$ cat config.mk
export PLATFORM = sky130hd
export DESIGN_NAME = nibble_serial_adder
export DESIGN_NICKNAME = d
export VERILOG_FILES = /design/src/rtl/nibble_serial_adder.sv
export SDC_FILE = /design/constraint.sdc
export NUM_CORES = 1
export LEC_CHECK = 0
export ABC_CLOCK_PERIOD_IN_PS = 3300
export CAP_MARGIN = 20
export CORE_MARGIN = 2
export CORE_UTILIZATION = 30
export CTS_BUF_LIST = sky130_fd_sc_hd__clkbuf_2 sky130_fd_sc_hd__clkbuf_4 sky130_fd_sc_hd__clkbuf_8
export DETAILED_ROUTE_END_ITERATION = 12
export GPL_ROUTABILITY_DRIVEN = 0
export HOLD_SLACK_MARGIN = 0.08
export PLACE_DENSITY = 0.51
export SLEW_MARGIN = 5
export SYNTH_ARGS = -nofsm -noshare
export SYNTH_HDL_FRONTEND = slang
export SYNTH_SLANG_ARGS = --single-unit
$ cat constraint.sdc
create_clock -name clk -period 3.3 [get_ports clk]
set_input_delay 0.99 -clock clk [delete_from_list [all_inputs] [get_ports clk]]
set_output_delay 0.99 -clock clk [all_outputs]
set_load 0.01 [all_outputs]
$ cat src/rtl/nibble_serial_adder.sv
// Bit-serial-by-nibble adder around one shared 4-bit slice; optional signed overflow via NSA_OVERFLOW_EN.
// Latency: result valid NIBBLES cycles after accept, minimum initiation interval NIBBLES+2.
// Backpressure: out_ready low holds DONE with all outputs frozen; in_ready high only in IDLE.

module fa_4bit (
    input  logic [3:0] i_a,
    input  logic [3:0] i_b,
    input  logic       i_ci,
    output logic [3:0] o_s,
    output logic       o_co
);
    logic [4:0] w_full;

    assign w_full = {1'b0, i_a} + {1'b0, i_b} + {4'b0000, i_ci};
    assign o_s    = w_full[3:0];
    assign o_co   = w_full[4];
endmodule

module nibble_serial_adder #(
    parameter int NIBBLES = 4
) (
    input  logic                 clk,
    input  logic                 rst,
    input  logic                 in_valid,
    output logic                 in_ready,
    input  logic [4*NIBBLES-1:0] a,
    input  logic [4*NIBBLES-1:0] b,
    input  logic                 ci,
    output logic                 out_valid,
    input  logic                 out_ready,
    output logic [4*NIBBLES-1:0] sum,
    output logic                 co,
    output logic                 busy
`ifdef NSA_OVERFLOW_EN
    ,
    output logic                 ovf
`endif
);
    localparam int W  = 4 * NIBBLES;
    localparam int CW = $clog2(NIBBLES);
    localparam logic [CW-1:0] LAST_CNT = CW'(NIBBLES - 1);

    typedef enum logic [1:0] {
        IDLE = 2'd0,
        RUN  = 2'd1,
        DONE = 2'd2
    } state_t;

    state_t          r_state;
    state_t          w_next_state;
    logic [W-1:0]    r_a;
    logic [W-1:0]    r_b;
    logic [W-1:0]    r_sum;
    logic            r_carry;
    logic            r_co;
    logic [CW-1:0]   r_cnt;
    logic [3:0]      w_slice_s;
    logic            w_slice_co;
    logic            w_accept;
    logic            w_last;

    fa_4bit u_slice (
        .i_a  (r_a[3:0]),
        .i_b  (r_b[3:0]),
        .i_ci (r_carry),
        .o_s  (w_slice_s),
        .o_co (w_slice_co)
    );

    assign w_accept = (r_state == IDLE) && in_valid;
    assign w_last   = (r_state == RUN) && (r_cnt == LAST_CNT);

    always_ff @(posedge clk or posedge rst) begin
        if (rst) begin
            r_state <= IDLE;
        end else begin
            r_state <= w_next_state;
        end
    end

    always_comb begin
        w_next_state = r_state;
        case (r_state)
            IDLE:    if (in_valid)  w_next_state = RUN;
            RUN:     if (w_last)    w_next_state = DONE;
            DONE:    if (out_ready) w_next_state = IDLE;
            default:                w_next_state = IDLE;
        endcase
    end

    always_ff @(posedge clk or posedge rst) begin
        if (rst) begin
            r_a     <= '0;
            r_b     <= '0;
            r_sum   <= '0;
            r_carry <= 1'b0;
            r_co    <= 1'b0;
            r_cnt   <= '0;
        end else if (w_accept) begin
            r_a     <= a;
            r_b     <= b;
            r_sum   <= '0;
            r_carry <= ci;
            r_cnt   <= '0;
        end else if (r_state == RUN) begin
            // Slice sum enters at the top so the LSB nibble lands at bit 0 after NIBBLES shifts.
            r_a     <= {4'b0000, r_a[W-1:4]};
            r_b     <= {4'b0000, r_b[W-1:4]};
            r_sum   <= {w_slice_s, r_sum[W-1:4]};
            r_carry <= w_slice_co;
            if (w_last) begin
                r_co <= w_slice_co;
            end else begin
                r_cnt <= r_cnt + 1'b1;
            end
        end
    end

`ifdef NSA_OVERFLOW_EN
    logic r_a_sign;
    logic r_b_sign;
    logic r_ovf;

    always_ff @(posedge clk or posedge rst) begin
        if (rst) begin
            r_a_sign <= 1'b0;
            r_b_sign <= 1'b0;
            r_ovf    <= 1'b0;
        end else if (w_accept) begin
            r_a_sign <= a[W-1];
            r_b_sign <= b[W-1];
            r_ovf    <= 1'b0;
        end else if (w_last) begin
            r_ovf <= (r_a_sign == r_b_sign) && (w_slice_s[3] != r_a_sign);
        end
    end

    assign ovf = r_ovf;
`endif

    assign in_ready  = (r_state == IDLE);
    assign out_valid = (r_state == DONE);
    assign busy      = (r_state != IDLE);
    assign sum       = r_sum;
    assign co        = r_co;
endmodule

==> run_results.csv <==
group,metric,value,unit
clock_tree,clk_pin_slew,0.09,ns
clock_tree,postCtsHoldBufs,0,
synth,ys_seq_elements,54,
clock_tree,cts_tree,"built",
timing,post-route-min-period,2.57,ns
routing,vias,1895,
routing,viasPerCell,4.66,
die,fp.coreArea,8180,sq um
synth,ys_warn_count,0,
synth,synth_nets,292,
setup_path,worstSetupStartpointType,"flip-flop",
routing,drt_drc_violations_left,0,
synth,ys_seq_area_frac,0.536,
timing,slew_viol_final,0,
routing,routed_wl,5630,um
setup_path,path_cells,"nor2b_1 > clkdlybuf4s50_1",
synth,synth_area,2520,sq um
cells_and_area,num-nets-final,345,
setup_path,cp_data_required_time,2.31,ns
timing,fin_worst_skew,0.00802,ns
cells_and_area,antenna_cells,0,
global_route,grt_pass1_vias,1881,
flow_run,maxCapViolations,0,
cells_and_area,multi_input_area,1020,sq um
power,peakVddDrop,0.000370,V
power,p_leak,1.53,nW
cells_and_area,fin_area,3230,sq um
setup_path,cpPeakStageDelay,0.56,ns
setup_path,critPathSlowestCell,"clkdlybuf4s50_1",
setup_path,cp-end-kind,"primary output",
die,fp.dieH,95.7,um
routing,wl_per_cell,13.8,um
cells_and_area,final_common_cell,"nand2_1",
cells_and_area,regArea,1350,sq um
clock_tree,htreeDepth,2,
global_route,grt_pass1_wl,9330,um
timing,worst_pin_slew,1.04,ns
clock_tree,cts_buffers,5,
clock_tree,clock-sinks,54,
cells_and_area,fillers,834,
routing,ant_nets,0,
global_route,gr-usage-all-layers,0.134,
clock_tree,clock_path_buffers,2,
timing,rsz0062_at_grt,"no",
placed_design,dpl_cell_area,3150,sq um
cells_and_area,drive_above_1_share,0.129,
setup_path,crit_type,"flip-flop to primary output",
routing,dr.pass1.iters,4,
timing,slew_headroom,0.309,
clock_tree,postCtsResizedCells,0,
die,num_rows,33,
die,start_util,0.308,
global_route,gr-total-overflow,0,
timing,hold_violations,0,
placed_design,dp_hpwl,3990,um
synth,synthCells,249,
routing,drt_iter0_drc,105,
setup_path,worstPathArrival,1.58,ns
global_route,grt_start_max_net_pins,40,
cells_and_area,mostFrequentLayoutCells,"nand2_1, clkdlybuf4s50_1, dfrtp_1, a22oi_1, nand3_2",
hold_path,min_path_type,"flip-flop to flip-flop",
synth,ys_types,31,
die,die_width,95.7,um
die,dieArea,9150,sq um
clock_tree,clock_latency,0.30,ns
timing,fmax,0.389,GHz
status,status,"complete, no violations",
cells_and_area,syn_to_final_growth,28.2,%
timing,setup_viol,0,
timing,post-route-period-util,0.780,
die,ios,57,
timing,tns,0,ns
synth,avgSynthCellArea,10.1,sq um
global_route,antenna_found_initial,0,
power,power_density,869,nW/um^2
placed_design,io_buffers,56,
setup_path,critical_path_peak_fanout,8,
clock_tree,clock-root-buffer,"clkbuf_8",
clock_tree,cts_setup_buffers,0,
## synth_stat cells (all sizes together)
library cell,n,share of area
ha,4,0.020
a211o,1,0.0035
or3b,1,0.0035
inv,8,0.012
a22o,2,0.0070
nor2,2,0.0030
a22oi,25,0.074
buf,13,0.045
fa,2,0.016
nor3b,2,0.0079
o21ai,3,0.0060
a21oi,3,0.0060
mux2,1,0.0045
nand3b,1,0.0030
o21bai,1,0.0045
clkbuf,4,0.0060
nand4,1,0.0025
nand2,90,0.13
nor2b,2,0.0050
dfrtp,54,0.54
a21o,1,0.0030
nand2b,1,0.0025
xnor2,1,0.0035
nand3,25,0.089
a31oi,1,0.0025
## through the flow
step | power (W) | instances | hold WS (ns) | utilization | setup slack (ns)
detailed placement | 0.00248 | 400 | 0.467 | 0.385 | 0.774
CTS | 0.00285 | 407 | 0.489 | 0.395 | 0.715
floorplan | 0.00205 | 249 | 0.446 | - | 0.995
global placement | 0.00247 | 400 | 0.458 | 0.385 | 0.791
finish | 0.00281 | 407 | 0.485 | 0.395 | 0.727
global route | 0.00306 | 407 | 0.513 | 0.395 | 0.651
## final timing paths
path / depth (start not counted) / endpoint / slack [ns] / start
worst min-delay path: 2 / r_b[2] / 0.48 / r_b[2]
max in group asynchronous: 3 / r_a[10] / 1.71 / rst
worst max register to register: 4 / sum[3] / 1.39 / r_state[1]
worst min register to register: 2 / r_b[2] / 0.48 / r_b[2]
min in group asynchronous: 2 / sum[0] / 0.97 / rst
worst max-delay path: 2 / out_valid / 0.73 / r_state[1]
## sequential cells by signal (all words and copies together) (netlist names)
signal and cells:
co 1, r_a 16, r_b 16, r_carry 1, r_cnt 2, r_state 2, sum 16
## logic make-up (layout without fill, tap and decap cells)
| kind of cell | count (synthesis) | count (layout) | synth area share |
|---|---|---|---|
| fa+ha+maj | 6 | 6 | 0.0358 |
| compound gates | 37 | 37 | 0.107 |
| mux | 1 | 1 | 0.00447 |
| xor+xnor | 1 | 1 | 0.00348 |
| buf+inv | 25 | 78 | 0.0626 |
| simple gates | 125 | 125 | 0.251 |
| flops | 54 | 54 | 0.536 |
## critical path, delay by kind of cell (launching register included)
kind / cells / cell delay [ns]
simple gates: 1 / 0.21
flops: 1 / 0.51
buf+inv: 1 / 0.56
## power by group
group / internal [W] / switching, W / leakage, nW
combinational: 0.000568 / 0.000719 / 0.792
clock: 0.000163 / 0.000201 / 0.0452
sequential: 0.000941 / 0.000214 / 0.697
## area by class of cell
class,count,area share
multi-input cells,170,0.316
flip-flops and latches,54,0.418
well taps,105,0.0407
repair buffers,63,0.190
inverters,8,0.00930
clock buffers,7,0.0260
## layer usage
metal | global-route usage | vias up | part of all wire
met5 | 0 | - | 0
met2 | 0.205 | 44 | 0.46
met1 | 0.192 | 909 | 0.49
met3 | 0.0245 | 4 | 0.036
li1 | - | 938 | -
met4 | 0.0429 | 0 | 0.014
(Power assumes the default switching activity.)
